$ cat config.mk
export PLATFORM = sky130hd
export DESIGN_NAME = vga_timing_gen_flat
export DESIGN_NICKNAME = d
export VERILOG_FILES = /design/src/rtl/vga_if.sv /design/src/rtl/vga_timing_gen.sv /design/src/flat_wrapper.sv
export SDC_FILE = /design/constraint.sdc
export NUM_CORES = 1
export LEC_CHECK = 0
export ABC_AREA = 1
export BUFFER_PORTS_ARGS = -buffer_cell sky130_fd_sc_hd__buf_2
export CORE_UTILIZATION = 45
export DETAILED_ROUTE_END_ITERATION = 10
export HOLD_SLACK_MARGIN = 0.05
export PLACE_DENSITY = 0.65
export SETUP_SLACK_MARGIN = 0.2
export SLEW_MARGIN = 40
export SYNTH_ARGS = -nofsm -noshare
export SYNTH_HDL_FRONTEND = slang
export SYNTH_SLANG_ARGS = --single-unit
$ cat constraint.sdc
create_clock -name clk -period 1.9 [get_ports clk]
set_input_delay 0.38 -clock clk [delete_from_list [all_inputs] [get_ports clk]]
set_output_delay 0.38 -clock clk [all_outputs]
set_load 0.01 [all_outputs]
$ cat src/rtl/vga_if.sv
// Display-side bundle of the VGA timing generator: run enable in, DAC sync/blank,
// pixel coordinates and raster strobes out.
interface vga_if #(
   parameter int XW = 10,
   parameter int YW = 10
);
   logic          i_en;
   logic          o_clk;
   logic          o_hs;
   logic          o_vs;
   logic          o_sync;
   logic          o_blank;
   logic          o_active;
   logic [XW-1:0] o_x;
   logic [YW-1:0] o_y;
   logic          o_line_start;
   logic          o_frame_start;
   logic [7:0]    o_frame_cnt;

   modport master (
      input  i_en,
      output o_clk, o_hs, o_vs, o_sync, o_blank, o_active,
      output o_x, o_y, o_line_start, o_frame_start, o_frame_cnt
   );

   modport slave (
      output i_en,
      input  o_clk, o_hs, o_vs, o_sync, o_blank, o_active,
      input  o_x, o_y, o_line_start, o_frame_start, o_frame_cnt
   );
endinterface

$ cat src/rtl/vga_timing_gen.sv
// Parametrised VGA raster timing generator. A clock divider produces the pixel
// enable; h/v counters walk the raster and every output is registered from the
// counter values being loaded on the same edge, so outputs never lag the counters.
module vga_timing_gen #(
   parameter int H_ACTIVE      = 640,
   parameter int H_FP          = 16,
   parameter int H_SYNC        = 96,
   parameter int H_BP          = 48,
   parameter int V_ACTIVE      = 480,
   parameter int V_FP          = 10,
   parameter int V_SYNC        = 2,
   parameter int V_BP          = 33,
   parameter int HS_POL        = 0,
   parameter int VS_POL        = 0,
   parameter int CLK_DIV       = 2,
   parameter int SYNC_ON_GREEN = 0,
   parameter int XW            = 10,
   parameter int YW            = 10
) (
   input  logic   clk,
   input  logic   rst,
   vga_if.master  vga
);
   localparam int H_TOTAL = H_ACTIVE + H_FP + H_SYNC + H_BP;
   localparam int V_TOTAL = V_ACTIVE + V_FP + V_SYNC + V_BP;
   localparam int DW      = $clog2(CLK_DIV);

   localparam logic [DW-1:0] DIV_LAST = DW'(CLK_DIV - 1);
   localparam logic [DW-1:0] DIV_HALF = DW'(CLK_DIV / 2);
   localparam logic [XW-1:0] H_LAST   = XW'(H_TOTAL - 1);
   localparam logic [XW-1:0] H_VIS    = XW'(H_ACTIVE);
   localparam logic [XW-1:0] HS_BEG   = XW'(H_ACTIVE + H_FP);
   localparam logic [XW-1:0] HS_END   = XW'(H_ACTIVE + H_FP + H_SYNC);
   localparam logic [YW-1:0] V_LAST   = YW'(V_TOTAL - 1);
   localparam logic [YW-1:0] V_VIS    = YW'(V_ACTIVE);
   localparam logic [YW-1:0] VS_BEG   = YW'(V_ACTIVE + V_FP);
   localparam logic [YW-1:0] VS_END   = YW'(V_ACTIVE + V_FP + V_SYNC);
   localparam logic          HS_ON    = (HS_POL != 0);
   localparam logic          VS_ON    = (VS_POL != 0);
   localparam logic          SOG      = (SYNC_ON_GREEN != 0);

   logic [DW-1:0] div;
   logic [DW-1:0] div_nxt;
   logic [XW-1:0] h;
   logic [XW-1:0] h_nxt;
   logic [YW-1:0] v;
   logic [YW-1:0] v_nxt;
   logic          pix_ce;
   logic          h_wrap;
   logic          v_wrap;
   logic          hs_act;
   logic          vs_act;
   logic          act_nxt;

   logic          clk_q;
   logic          hs_q;
   logic          vs_q;
   logic          sync_q;
   logic          blank_q;
   logic          active_q;
   logic          line_start_q;
   logic          frame_start_q;
   logic [7:0]    frame_cnt_q;

   // Next divider/counter values and the sync/visible decode of those values.
   always_comb begin
      pix_ce  = vga.i_en & (div == DIV_LAST);
      h_wrap  = pix_ce & (h == H_LAST);
      v_wrap  = h_wrap & (v == V_LAST);
      div_nxt = div;
      h_nxt   = h;
      v_nxt   = v;
      if (vga.i_en) begin
         div_nxt = (div == DIV_LAST) ? '0 : div + DW'(1);
      end
      if (h_wrap) begin
         h_nxt = '0;
      end else if (pix_ce) begin
         h_nxt = h + XW'(1);
      end
      if (v_wrap) begin
         v_nxt = '0;
      end else if (h_wrap) begin
         v_nxt = v + YW'(1);
      end
      hs_act  = (h_nxt >= HS_BEG) && (h_nxt < HS_END);
      vs_act  = (v_nxt >= VS_BEG) && (v_nxt < VS_END);
      act_nxt = (h_nxt < H_VIS) && (v_nxt < V_VIS);
   end

   // Timing state and registered outputs; everything holds while i_en is low.
   always_ff @(posedge clk or negedge rst) begin
      if (!rst) begin
         div           <= '0;
         h             <= '0;
         v             <= '0;
         clk_q         <= 1'b0;
         hs_q          <= ~HS_ON;
         vs_q          <= ~VS_ON;
         sync_q        <= 1'b0;
         blank_q       <= 1'b1;
         active_q      <= 1'b1;
         line_start_q  <= 1'b0;
         frame_start_q <= 1'b0;
         frame_cnt_q   <= '0;
      end else begin
         line_start_q  <= h_wrap;
         frame_start_q <= v_wrap;
         if (vga.i_en) begin
            div      <= div_nxt;
            h        <= h_nxt;
            v        <= v_nxt;
            clk_q    <= (div_nxt >= DIV_HALF);
            hs_q     <= hs_act ? HS_ON : ~HS_ON;
            vs_q     <= vs_act ? VS_ON : ~VS_ON;
            sync_q   <= SOG ? ~(hs_act | vs_act) : 1'b0;
            blank_q  <= act_nxt;
            active_q <= act_nxt;
         end
         if (v_wrap) begin
            frame_cnt_q <= frame_cnt_q + 8'd1;
         end
      end
   end

   assign vga.o_clk         = clk_q;
   assign vga.o_hs          = hs_q;
   assign vga.o_vs          = vs_q;
   assign vga.o_sync        = sync_q;
   assign vga.o_blank       = blank_q;
   assign vga.o_active      = active_q;
   assign vga.o_x           = h;
   assign vga.o_y           = v;
   assign vga.o_line_start  = line_start_q;
   assign vga.o_frame_start = frame_start_q;
   assign vga.o_frame_cnt   = frame_cnt_q;
endmodule

$ cat src/flat_wrapper.sv
// flat-port wrapper written by rule: the top's interface ports become plain ports
module vga_timing_gen_flat 
#(
   parameter int H_ACTIVE      = 640,
   parameter int H_FP          = 16,
   parameter int H_SYNC        = 96,
   parameter int H_BP          = 48,
   parameter int V_ACTIVE      = 480,
   parameter int V_FP          = 10,
   parameter int V_SYNC        = 2,
   parameter int V_BP          = 33,
   parameter int HS_POL        = 0,
   parameter int VS_POL        = 0,
   parameter int CLK_DIV       = 2,
   parameter int SYNC_ON_GREEN = 0,
   parameter int XW            = 10,
   parameter int YW            = 10
)
  (clk, rst, vga_i_en, vga_o_clk, vga_o_hs, vga_o_vs, vga_o_sync, vga_o_blank, vga_o_active, vga_o_x, vga_o_y, vga_o_line_start, vga_o_frame_start, vga_o_frame_cnt);
  vga_if #(.XW(XW), .YW(YW)) vga_i ();
  input  logic clk;
  input  logic rst;
  input wire logic [$bits(vga_i.i_en)-1:0] vga_i_en;
  output wire logic [$bits(vga_i.o_clk)-1:0] vga_o_clk;
  output wire logic [$bits(vga_i.o_hs)-1:0] vga_o_hs;
  output wire logic [$bits(vga_i.o_vs)-1:0] vga_o_vs;
  output wire logic [$bits(vga_i.o_sync)-1:0] vga_o_sync;
  output wire logic [$bits(vga_i.o_blank)-1:0] vga_o_blank;
  output wire logic [$bits(vga_i.o_active)-1:0] vga_o_active;
  output wire logic [$bits(vga_i.o_x)-1:0] vga_o_x;
  output wire logic [$bits(vga_i.o_y)-1:0] vga_o_y;
  output wire logic [$bits(vga_i.o_line_start)-1:0] vga_o_line_start;
  output wire logic [$bits(vga_i.o_frame_start)-1:0] vga_o_frame_start;
  output wire logic [$bits(vga_i.o_frame_cnt)-1:0] vga_o_frame_cnt;
  assign vga_i.i_en = vga_i_en;
  assign vga_o_clk = vga_i.o_clk;
  assign vga_o_hs = vga_i.o_hs;
  assign vga_o_vs = vga_i.o_vs;
  assign vga_o_sync = vga_i.o_sync;
  assign vga_o_blank = vga_i.o_blank;
  assign vga_o_active = vga_i.o_active;
  assign vga_o_x = vga_i.o_x;
  assign vga_o_y = vga_i.o_y;
  assign vga_o_line_start = vga_i.o_line_start;
  assign vga_o_frame_start = vga_i.o_frame_start;
  assign vga_o_frame_cnt = vga_i.o_frame_cnt;
  vga_timing_gen #(.H_ACTIVE(H_ACTIVE), .H_FP(H_FP), .H_SYNC(H_SYNC), .H_BP(H_BP), .V_ACTIVE(V_ACTIVE), .V_FP(V_FP), .V_SYNC(V_SYNC), .V_BP(V_BP), .HS_POL(HS_POL), .VS_POL(VS_POL), .CLK_DIV(CLK_DIV), .SYNC_ON_GREEN(SYNC_ON_GREEN), .XW(XW), .YW(YW)) u_core (.clk(clk), .rst(rst), .vga(vga_i));
endmodule
==> impl_metrics.py <==
metrics = {
    "status": {
        "status": "finished clean",
    },
    "critical_path": {
        "worstPathRequired_ns": 2.07,
        "crit_type": "register to register",
        "critPathTopFamily": "simple AND/OR/NAND/NOR gates",
        "cpMaxStageDelayCell": "dfrtp_1",
        "cpPeakStageDelay_ns": 0.39,
        "cp-end-kind": "register",
        "worstPathCellList": "ha_4, nand2_4, inv_2, nand3_2, nor2_4, nand2_4, nor3_4, nand4_2, xnor2_1",
        "crit_fanout": 7,
        "cp_common_cell": "nand2_4",
        "reg2reg_slack_ns": 0.22,
        "crit_arrival_ns": 1.85,
        "cp-start-kind": "register",
        "cp_num_buf_inv": 1,
    },
    "sta": {
        "rsz0062_at_grt": "true",
        "finalCritPeriodShare_pct": 88.3,
        "timing.fmax_mhz": 596,
        "report.final.slew_viol_count": 0,
        "final.min_clock_period_ns": 1.68,
        "final-setup-viol-count": 0,
        "setup_tns_ns": 0,
        "fin_skew_ns": 0.00545,
        "hold_viol_final": 0,
    },
    "route": {
        "drc": 0,
        "drt-initial-drc-count": 108,
        "wirelength_um": 4630,
        "antenna_left": 0,
        "vias": 1864,
        "post_drt_wl_per_cell_um": 12.5,
        "viasPerCell": 5.01,
        "firstDrtPassIters": 4,
    },
    "global_route": {
        "overflow": 0,
        "grt_pass1_wl_um": 7820,
        "grt.total_usage_pct": 20.5,
        "grt_pass1_vias": 1733,
        "grt_start_max_net_pins": 35,
        "antenna_found_initial": 0,
    },
    "cells_and_area": {
        "fin_util_pct": 59.9,
        "nNetsFinal": 327,
        "area_delta_synth_final_pct": 28.5,
        "n_antenna_cell": 0,
        "layout-drive-gt1-share_pct": 34.4,
        "n_fill_cell": 402,
        "regArea_um2": 862,
        "multi_input_area_um2": 1100,
    },
    "min_path": {
        "min_path_type": "primary input to async pin",
    },
    "cts": {
        "root_buffer": "clkbuf_8",
        "cts_buffers": 5,
        "clkTransAtPathRegs_ns": 0.07,
        "hold_buffers": 0,
        "clk_path_buf_depth": 2,
        "clkLatencyLatePin_ns": 0.28,
        "cts_tree": "built",
        "clock-sinks": 34,
        "htree_levels": 2,
    },
    "synthesis": {
        "syn_inst": 262,
        "syn-cell-area_um2": 2030,
        "synth.avg_cell_area_um2": 7.75,
        "synth.distinct_cells": 33,
        "async_flop_share_pct": 100,
        "synth_ff_type": "dfrtp_1",
        "ys_warn_count": 0,
        "yosysSeqAreaShare_pct": 42.1,
        "synth_edf_count": 0,
        "synth_seq_cells": 34,
        "syn-num-nets": 270,
    },
    "die": {
        "core_area_um2": 4350,
        "core.rowCount": 24,
        "dieArea_um2": 4790,
        "die_h_um": 69.2,
        "die_w_um": 69.2,
        "start_util_pct": 46.6,
        "ios": 39,
    },
    "power": {
        "clkPwrFrac_pct": 27.5,
        "p_int_w": 0.00150,
        "power_density_nw_per_um2": 871,
        "power_frac_comb_pct": 30.5,
        "leakage_nw": 1.33,
        "seq_power_share_pct": 42.0,
        "switchingPower_w": 0.000768,
        "vdd_drop_max_v": 0.000457,
        "swShare_pct": 33.8,
    },
    "place": {
        "port_buffers": 37,
        "gp_congestion": 0.857,
        "dp_hpwl_um": 3290,
    },
    "job": {
        "cap_viol_max_count": 0,
    },
}
## logic make-up (layout without fill, tap and decap cells)
family	Yosys count	after routing	synth area share, %
AO/OA/AOI/OAI	21	21	5.67
XOR/XNOR	15	15	6.47
adder cells (fa/ha/maj)	5	5	3.08
buffers and inverters	42	100	8.50
flip-flops	34	34	42.1
other	1	1	0.185
AND/OR/NAND/NOR	144	144	34.0
## cell type report
type                       instances  share of cell area [%]
tap                               52                    2.49
multi-input combinational        186                    42.4
clock buffer                       8                    4.22
timing repair buffer              56                    12.7
sequential                        34                    33.0
inverter                          36                    5.18
## sequential cells by signal (all words and copies together) (netlist names)
| signal | cells |
|---|---|
| u_core.vga.o_blank | 1 |
| u_core.vga.o_hs | 1 |
| u_core.vga.o_frame_cnt | 8 |
| u_core.vga.o_clk | 1 |
| u_core.vga.o_frame_start | 1 |
| u_core.vga.o_line_start | 1 |
| u_core.vga.o_x | 10 |
| u_core.vga.o_y | 10 |
| u_core.vga.o_vs | 1 |
## cell usage after synthesis, types with 2 or more instances
cell type | n | area (um2)
nor3_1 | 3 | 15.0
inv_1 | 34 | 128
xnor2_1 | 4 | 35.0
nor2_4 | 4 | 45.0
nand3_2 | 4 | 40.0
clkbuf_1 | 3 | 11.3
o21ai_0 | 15 | 75.1
buf_4 | 2 | 15.0
dfstp_2 | 3 | 78.8
ha_1 | 5 | 62.6
nand4_1 | 6 | 37.5
nand2_2 | 2 | 12.5
nand3_1 | 22 | 110
xor2_1 | 11 | 96.3
o22ai_1 | 2 | 12.5
dfrtp_1 | 31 | 776
nand2_1 | 67 | 251
nor2_1 | 29 | 109
## power by group through the flow
stage / clock [W] / combinational, W / sequential [W]
finish: 0.000625 / 0.000693 / 0.000953
global route: 0.000685 / 0.000779 / 0.000969
CTS: 0.000649 / 0.000606 / 0.000936
detailed placement: 0 / 0.000537 / 0.000952
global placement: 0 / 0.000533 / 0.000950
floorplan: 0 / 0.000315 / 0.000976
## cell usage in the layout, fill, tap and decap left out
| cell type | count |
|---|---|
| a31oi_1 | 1 |
| buf_2 | 36 |
| buf_4 | 18 |
| buf_6 | 1 |
| clkbuf_2 | 1 |
| clkbuf_8 | 8 |
| clkinv_1 | 1 |
| conb_1 | 1 |
| dfrtp_1 | 25 |
| dfrtp_2 | 6 |
| dfstp_2 | 3 |
| ha_1 | 3 |
| ha_4 | 2 |
| inv_1 | 30 |
| inv_2 | 5 |
| nand2_1 | 65 |
| nand2_2 | 3 |
| nand2_4 | 2 |
| nand3_1 | 19 |
| nand3_2 | 6 |
| nand3_4 | 1 |
| nand3b_1 | 1 |
| nand4_1 | 6 |
| nand4_2 | 1 |
| nor2_1 | 21 |
| nor2_2 | 7 |
| nor2_4 | 6 |
| nor3_1 | 3 |
| nor3_4 | 2 |
| o21ai_0 | 14 |
| o21ai_1 | 2 |
| o21bai_1 | 1 |
| o221ai_1 | 1 |
| o22ai_1 | 2 |
| or2_2 | 1 |
| xnor2_1 | 4 |
| xor2_1 | 10 |
| xor2_2 | 1 |
## stage by stage
stage               std cells  cell area [um2]  hold slack, ns  setup WS, ns  power, W
floorplan                 262             2030          0.0844         0.238   0.00129
global placement          350             2280           0.467        0.0162   0.00148
detailed placement        350             2280           0.470       0.00110   0.00149
CTS                       363             2460           0.192         0.206   0.00219
global route              372             2610          0.0673        0.0980   0.00243
finish                    372             2610          0.0347         0.223   0.00227
## repair_timing
item                                    in CTS  in global routing
setup buffers                                5                  9
pin swaps                                    6                 18
endpoints found under the setup margin       7                  9
gates resized for setup                      8                 27
endpoints found under the hold margin        0                  0
## metal layers
metal	vias up	global-route usage (%)	wire, um
li1	944	-	-
met1	850	28.2	2190
met5	-	0	0
met2	53	30.7	2110
met3	17	5.23	226
met4	0	8.16	108
## final timing paths
check                                                              to  cells past startpoint                      startpoint
worst max-delay path            u_core.vga.o_frame_cnt[7]$_DFFE_PN0P_                      9   u_core.vga.o_x[0]$_DFFE_PN0P_
worst min-delay path                    u_core.vga.o_y[7]$_DFFE_PN0P_                      1                             rst
worst max register to register  u_core.vga.o_frame_cnt[7]$_DFFE_PN0P_                      9   u_core.vga.o_x[0]$_DFFE_PN0P_
worst min register to register         u_core.vga.o_blank$_DFFE_PN1P_                      2  u_core.vga.o_blank$_DFFE_PN1P_
max in group asynchronous                 u_core.vga.o_hs$_DFFE_PN1P_                      1                             rst
min in group clk                         u_core.vga.o_clk$_DFFE_PN0P_                      4                        vga_i_en
Note: power is estimated with default switching activity, not from simulation.
